## src/rtl/input_debouncer4_pkg.sv

```systemverilog
// Shared constants for the four-input debouncer: default timing and the
// sw_in bit positions of the a..d channels.
package input_debouncer4_pkg;

  localparam int DEFAULT_SYNC_STAGES     = 2;
  localparam int DEFAULT_DEBOUNCE_CYCLES = 16;

  localparam int NUM_CH = 4;

  localparam int IDX_A = 3;
  localparam int IDX_B = 2;
  localparam int IDX_C = 1;
  localparam int IDX_D = 0;

endpackage

```

## src/rtl/input_debouncer4_debounce_bit.sv

```systemverilog
// One debounce channel: synchroniser chain, persistence counter and the
// accepted level, plus a combinational accept pulse for the edge that commits it.
module debounce_bit
  import input_debouncer4_pkg::*;
#(
  parameter int SYNC_STAGES     = DEFAULT_SYNC_STAGES,
  parameter int DEBOUNCE_CYCLES = DEFAULT_DEBOUNCE_CYCLES
) (
  input  logic clk,
  input  logic rst_n,
  input  logic raw,
  output logic stable,
  output logic accept
);

  localparam int                CNT_W   = $clog2(DEBOUNCE_CYCLES);
  localparam logic [CNT_W-1:0] CNT_MAX = CNT_W'(DEBOUNCE_CYCLES - 1);

  logic [SYNC_STAGES-1:0] sync_p;
  logic                   sync_out;
  logic [CNT_W-1:0]       cnt;
  logic                   stable_q;

  // Synchroniser: only sync_p[0] may go metastable.
  always_ff @(posedge clk or negedge rst_n) begin
    if (!rst_n) begin
      sync_p <= '0;
    end else begin
      sync_p <= {sync_p[SYNC_STAGES-2:0], raw};
    end
  end

  assign sync_out = sync_p[SYNC_STAGES-1];

  // Any return to the accepted level clears the count; the terminal
  // compare both commits the new level and keeps cnt from wrapping.
  always_ff @(posedge clk or negedge rst_n) begin
    if (!rst_n) begin
      cnt      <= '0;
      stable_q <= 1'b0;
    end else if (sync_out == stable_q) begin
      cnt <= '0;
    end else if (cnt == CNT_MAX) begin
      stable_q <= sync_out;
      cnt      <= '0;
    end else begin
      cnt <= cnt + 1'b1;
    end
  end

  assign accept = (sync_out != stable_q) && (cnt == CNT_MAX);
  assign stable = stable_q;

endmodule

```

## src/rtl/input_debouncer4.sv

```systemverilog
// Four-channel input debouncer feeding a, b, c, d. The change strobe is built
// only when CHANGE_STROBE_EN is defined; otherwise change_stb is constant 0.
module input_debouncer4
  import input_debouncer4_pkg::*;
#(
  parameter int SYNC_STAGES     = DEFAULT_SYNC_STAGES,
  parameter int DEBOUNCE_CYCLES = DEFAULT_DEBOUNCE_CYCLES
) (
  input  logic       clk,
  input  logic       rst_n,
  input  logic [3:0] sw_in,
  output logic       a,
  output logic       b,
  output logic       c,
  output logic       d,
  output logic       change_stb
);

  logic [NUM_CH-1:0] stable;
  logic [NUM_CH-1:0] accept;

  for (genvar i = 0; i < NUM_CH; i++) begin : g_ch
    debounce_bit #(
      .SYNC_STAGES     (SYNC_STAGES),
      .DEBOUNCE_CYCLES (DEBOUNCE_CYCLES)
    ) u_debounce_bit (
      .clk    (clk),
      .rst_n  (rst_n),
      .raw    (sw_in[i]),
      .stable (stable[i]),
      .accept (accept[i])
    );
  end

  assign a = stable[IDX_A];
  assign b = stable[IDX_B];
  assign c = stable[IDX_C];
  assign d = stable[IDX_D];

`ifdef CHANGE_STROBE_EN
  logic change_stb_q;

  // Registered on the same edge that updates stable, so the strobe is
  // aligned with the first cycle of the new levels.
  always_ff @(posedge clk or negedge rst_n) begin
    if (!rst_n) begin
      change_stb_q <= 1'b0;
    end else begin
      change_stb_q <= |accept;
    end
  end

  assign change_stb = change_stb_q;
`else
  logic unused_accept;

  assign unused_accept = |accept;
  assign change_stb    = 1'b0;
`endif

endmodule

```

## config.mk

```make
export PLATFORM = sky130hd
export DESIGN_NAME = input_debouncer4
export DESIGN_NICKNAME = d
export VERILOG_FILES = /design/src/rtl/input_debouncer4_pkg.sv /design/src/rtl/input_debouncer4_debounce_bit.sv /design/src/rtl/input_debouncer4.sv
export SDC_FILE = /design/constraint.sdc
export NUM_CORES = 1
export LEC_CHECK = 0
export CAP_MARGIN = 20
export CORE_MARGIN = 4
export CORE_UTILIZATION = 45
export DETAILED_ROUTE_END_ITERATION = 6
export DONT_BUFFER_PORTS = 1
export GPL_TIMING_DRIVEN = 0
export HOLD_SLACK_MARGIN = 0.15
export PLACE_DENSITY_LB_ADDON = 0.08
export SLEW_MARGIN = 20
export SYNTH_ARGS = -nofsm -noshare
export SYNTH_HDL_FRONTEND = slang
export SYNTH_HIERARCHICAL = 1
export SYNTH_SLANG_ARGS = --single-unit
export TNS_END_PERCENT = 30
```

## constraint.sdc

```tcl
create_clock -name clk -period 4 [get_ports clk]
set_clock_uncertainty 0.15 [all_clocks]
set_input_delay 0.8 -clock clk [delete_from_list [all_inputs] [get_ports clk]]
set_output_delay 0.8 -clock clk [all_outputs]
set_load 0.005 [all_outputs]
```

==> impl_results.md, run 1 <==
- Unrepaired setup endpoints after global routing: no
- Multi-input logic area: between 300 and 400 um^2
- Ant diodes: 0
- Vias per Instance: approximately 5.3
- Antenna Nets Post-Route: 0
- Peak VDD IR: 0.000388 V
- CP Data Required Time: 3050 ps
- Yosys warnings: 6
- Die Ht: around 58 um
- Antenna violations before repair: 0
- Overall power: between 500 and 600 uW
- Hold Vio Cnt, Final: 0
- Core box area: around 2300 um^2
- Worst skew pair latency: around 330 ps
- Reg clk slew, reported paths: approximately 160 ps
- Final worst path period share: 0.434
- Syn nets: 90
- Setup TNS: 0 ps
- Fillers: 180
- DP Area: 1150 um^2
- Via Count: 609
- CTS root buf: clkbuf_4
- WL final: about 1600 um
- Layout area overhead: 10.5%
- Initial Utilization: 0.490
- Final setup violating endpoints: 0
- Setup repair bufs after CTS: 0
- FMAX: about 0.58 GHz
- Netlist area before placement: 1120 um^2
- # DRC: 0
- Critical Path Fanout Max: 3
- Pre-Repair DR Iteration Count: 3
- Layout cells sized above 1: 0.174
- Grt total ovfl: 0
- Buffers on Ports: 0
- Clk sink count: 28
- I/O Pins: 11
- Clock tree buffer depth: 2
- CP Data Arrival Time: 790 ps
- CTS tree: yes
- Slew Viols, Final: 0
- CTS resizes: 0
- Number of cell rows: 17
- CP endpoint kind: output pin
- Gr usage total: 0.108
- Nets: 97
- Crit Path Class: reg2out
- DR iter-0 viols: 10
- Leakage power: roughly 0.00054 uW
- Cells after Synth: 80
- Vias in the first global route: roughly 630
- First-pass GRT wire length: around 2800 um
- Status: completed
- FF/Latch Area: 701 um^2
- Max_cap viols: 0
- Syn Area/Cell: 14.0 um^2
- Htree depth: 1
- Routed len/inst: 13.7 um
- Post-DP HPWL: between 1000 and 1500 um
- Hold crit path type: reg2reg
- Chip width: just under 60 um
- TritonCTS Buffers: 3
- Largest net degree at the start of global routing: 29
- Cell area after layout: around 1200 um^2
- Die Area: between 3000 and 4000 um^2
- Worst Setup Start Kind: flop
- GPL Wtd Cong: about 0.72
- Pwr dens: around 430 nW/um^2
- Hold-fix buffer count after cts: 2
- Min Tclk post-route: ~1700 ps
area by class of cell:
type                            count  share of cell area
Sequential cell                    28               0.568
Multi-Input combinational cell     48               0.322
Tap cell                           28              0.0284
Clock inverter                      1              0.0243
Timing Repair Buffer                2              0.0243
Clock buffer                        3              0.0183
Inverter                            3             0.00913
Buffer                              1             0.00609
flip-flops by register name (all words and copies together) (netlist names):
register,flops
g_ch.u_debounce_bit/cnt,16
g_ch.u_debounce_bit/stable,4
g_ch.u_debounce_bit/sync_p,8
metrics by stage:
stage,utilization,setup WS (ps),hold slack (ps),std cells
floorplan,-,2670,181,80
global placement,0.506,2650,182,108
detailed placement,0.506,2650,185,108
CTS,0.542,2240,209,114
global route,0.542,2210,214,114
finish,0.542,2260,198,114
per-layer routing:
metal,GRT usage,up-vias,routed length (um)
li1,-,294,-
met1,0.138,302,723
met2,0.169,11,739
met3,0.0490,2,80
met4,0.0232,0,13
met5,0,-,0
power by group:
part / internal (uW) / switching, uW / total [uW]
combinational: 16.6 / 16.8 / 33.4
sequential: 297 / 12.7 / 310
clock: 101 / 82.7 / 184
worst paths after layout:
| path | depth (start not counted) | slack, ps | start | end |
|---|---|---|---|---|
| max | 0 | 2260 | g_ch[3].u_debounce_bit/stable | a |
| min | 0 | 200 | g_ch[2].u_debounce_bit/sync_p[0] | g_ch[2].u_debounce_bit/sync_p[1] |
| max reg2reg | 3 | 2650 | g_ch[3].u_debounce_bit/cnt[0] | g_ch[3].u_debounce_bit/stable |
| min reg2reg | 0 | 200 | g_ch[2].u_debounce_bit/sync_p[0] | g_ch[2].u_debounce_bit/sync_p[1] |
| max in group asynchronous | 2 | 2800 | rst_n | g_ch[0].u_debounce_bit/cnt[0] |
| min in group asynchronous | 2 | 720 | rst_n | g_ch[2].u_debounce_bit/sync_p[1] |
cell usage in the layout, fill, tap and decap left out, types with 3 or more instances in the layout:
cell,n
nand4b_1,3
nand3_2,4
o21ai_0,3
mux2_4,4
xnor2_1,8
a311oi_1,4
ha_1,4
nor2b_1,4
nor2_1,4
dfrtp_1,28
a21oi_1,6
inv_1,3
clkbuf_4,3
Note: power is estimated with default switching activity, not from simulation.
==> run 2, diff against run 1 <==
==> constraint.sdc (replaced) <==
create_clock -name clk -period 1.7 [get_ports clk]
set_clock_uncertainty 0.15 [all_clocks]
set_input_delay 0.34 -clock clk [delete_from_list [all_inputs] [get_ports clk]]
set_output_delay 0.34 -clock clk [all_outputs]
set_load 0.005 [all_outputs]
==> run 2 against run 1 <==
Against the previous run:
- sequential power rose by 140%
- critical endpoint is now g_ch[3].u_debounce_bit/stable
- clock power rose by 140%
- global-route usage rose by 0.23 points
==> impl_results.md, run 2 (synthesis gave the netlist of run 1 again) <==
- Commonest cells after routing, fill and taps aside: dfrtp_1, xnor2_1, a21oi_1
- Clk pwr share: 0.347
- Crit Path Class: reg2reg
- Slew Viols, Final: 0
- Sw power: around 270 uW
- Reg clk slew, reported paths: approximately 160 ps
- Pwr dens: 979 nW/um^2
- WL final: around 1600 um
- Critical Path Fanout Max: 4
- Nets: just over 100
- Vias per Instance: 5.28
- Largest net degree at the start of global routing: 29
- Fillers: around 180
- Htree depth: 1
- Unrepaired setup endpoints after global routing: no
- DR iter-0 viols: 10
- Routed len/inst: 13.3 um
- Max_cap viols: 0
- CP endpoint kind: flop
- Ant diodes: 0
- Antenna violations before repair: 0
- Final worst path period share: 0.795
- Most flops, register: g_ch.u_debounce_bit/cnt
- Pre-Repair DR Iteration Count: 3
- TritonCTS Buffers: 3
- Chip width: between 50 and 60 um
- Layout cells sized above 1: 0.167
- Vias in the first global route: between 600 and 700
- CTS resizes: 0
- CTS root buf: clkbuf_4
- CP Data Arrival Time: ~1500 ps
- Status: completed
- Initial Utilization: 0.490
- Hold crit path type: reg2reg
- FMAX: 0.739 GHz
- Grt total ovfl: 0
- Overall power: between 1000 and 1500 uW
- Buffers on Ports: 0
- I/O Pins: 11
- Multi-input logic area: 397 um^2
- Share of power burned in registers: 0.584
- Routing usage on met1: 0.142
- Final Util: 0.560
- First-pass GRT wire length: between 2000 and 3000 um
- Clk sink count: 28
- Worst Setup Start Kind: flop
- Hold Vio Cnt, Final: 0
- Hold-fix buffer count after cts: 6
- Number of cell rows: 17
- Via Count: about 620
- Leakage power: ~0.00056 uW
- CP Data Required Time: between 1500 and 2000 ps
- Core box area: between 2000 and 2500 um^2
- Internal cell power: 982 uW
- Setup TNS: 0 ps
- GR Util met3: 0.0490
- Final setup violating endpoints: 0
- Peak VDD IR: around 0.00092 V
- Worst skew pair latency: around 330 ps
- GRT busiest layer: met2
- Net Sw Frac: 0.212
- # DRC: 0
- Gr usage total: 0.110
- Die Ht: around 58 um
- Setup repair bufs after CTS: 0
- Min Tclk post-route: 1350 ps
- Antenna Nets Post-Route: 0
- FF/Latch Area: roughly 700 um^2
- Layout area overhead: 14.1%
- Die Area: between 3000 and 4000 um^2
- Combinational power share: 0.069
- Max FFs per register: 16
- CTS tree: yes
- Post-DP HPWL: just over 1000 um
- Clock tree buffer depth: 2
- GPL Wtd Cong: about 0.72
- Met2 GRT Util: 0.173
- Commonest non-fill, non-tap cell in the layout: dfrtp_1
==> run 2: cell types whose count changed in the layout (fill, tap and decap cells not counted), sizes merged <==
cell | previous run | this run
dlygate4sd3 | 1 | 5
==> run 2: power groups by stage <==
stage | clock network (uW) | logic, uW | registers [uW]
after floorplan | 0 | 51.7 | 735
after global placement | 0 | 58.7 | 740
after detailed placement | 0 | 59.4 | 742
after CTS | 454 | 88.5 | 729
after global routing | 479 | 100 | 733
final | 433 | 85.8 | 729
==> run 2: metal layers <==
metal | routed length (um) | share of wire
met2 | 742 | 0.47
met3 | 71 | 0.045
met1 | 737 | 0.47
met4 | 13 | 0.0083
met5 | 0 | 0
==> run 2: worst max-delay path, cell delays in order, from the launching register on <==
cell and delay (ps):
dfrtp_1 450, ha_1 280, nand3_2 90, mux2_4 290
==> run 2: through the flow <==
stage	hold slack [ps]	area, um^2	cells	setup WS, ps
after detailed placement	-105	1150	108	352
final	197	1270	118	348
after global placement	-105	1150	108	371
after floorplan	-106	1120	80	414
after CTS	209	1270	118	346
after global routing	214	1270	118	270
==> run 2: cell type report <==
class | instances | share of cell area
Clock inverter | 1 | 0.0236
Clock buffer | 3 | 0.0177
Timing Repair Buffer | 6 | 0.0550
Multi-Input combinational cell | 48 | 0.311
Sequential cell | 28 | 0.550
Tap cell | 28 | 0.0275
Inverter | 3 | 0.00884
Buffer | 1 | 0.00589
==> run 2: path summary, 6_finish.rpt <==
check | slack (ps) | cells after the start | end | startpoint
worst max register to register | 350 | 3 | g_ch[3].u_debounce_bit/stable | g_ch[3].u_debounce_bit/cnt[0]
max in group asynchronous | 960 | 2 | g_ch[0].u_debounce_bit/cnt[0] | rst_n
min in group asynchronous | 260 | 2 | g_ch[2].u_debounce_bit/sync_p[1] | rst_n
worst min register to register | 200 | 0 | g_ch[2].u_debounce_bit/sync_p[1] | g_ch[2].u_debounce_bit/sync_p[0]
worst min-delay path | 200 | 0 | g_ch[2].u_debounce_bit/sync_p[1] | g_ch[2].u_debounce_bit/sync_p[0]
worst max-delay path | 350 | 3 | g_ch[3].u_debounce_bit/stable | g_ch[3].u_debounce_bit/cnt[0]
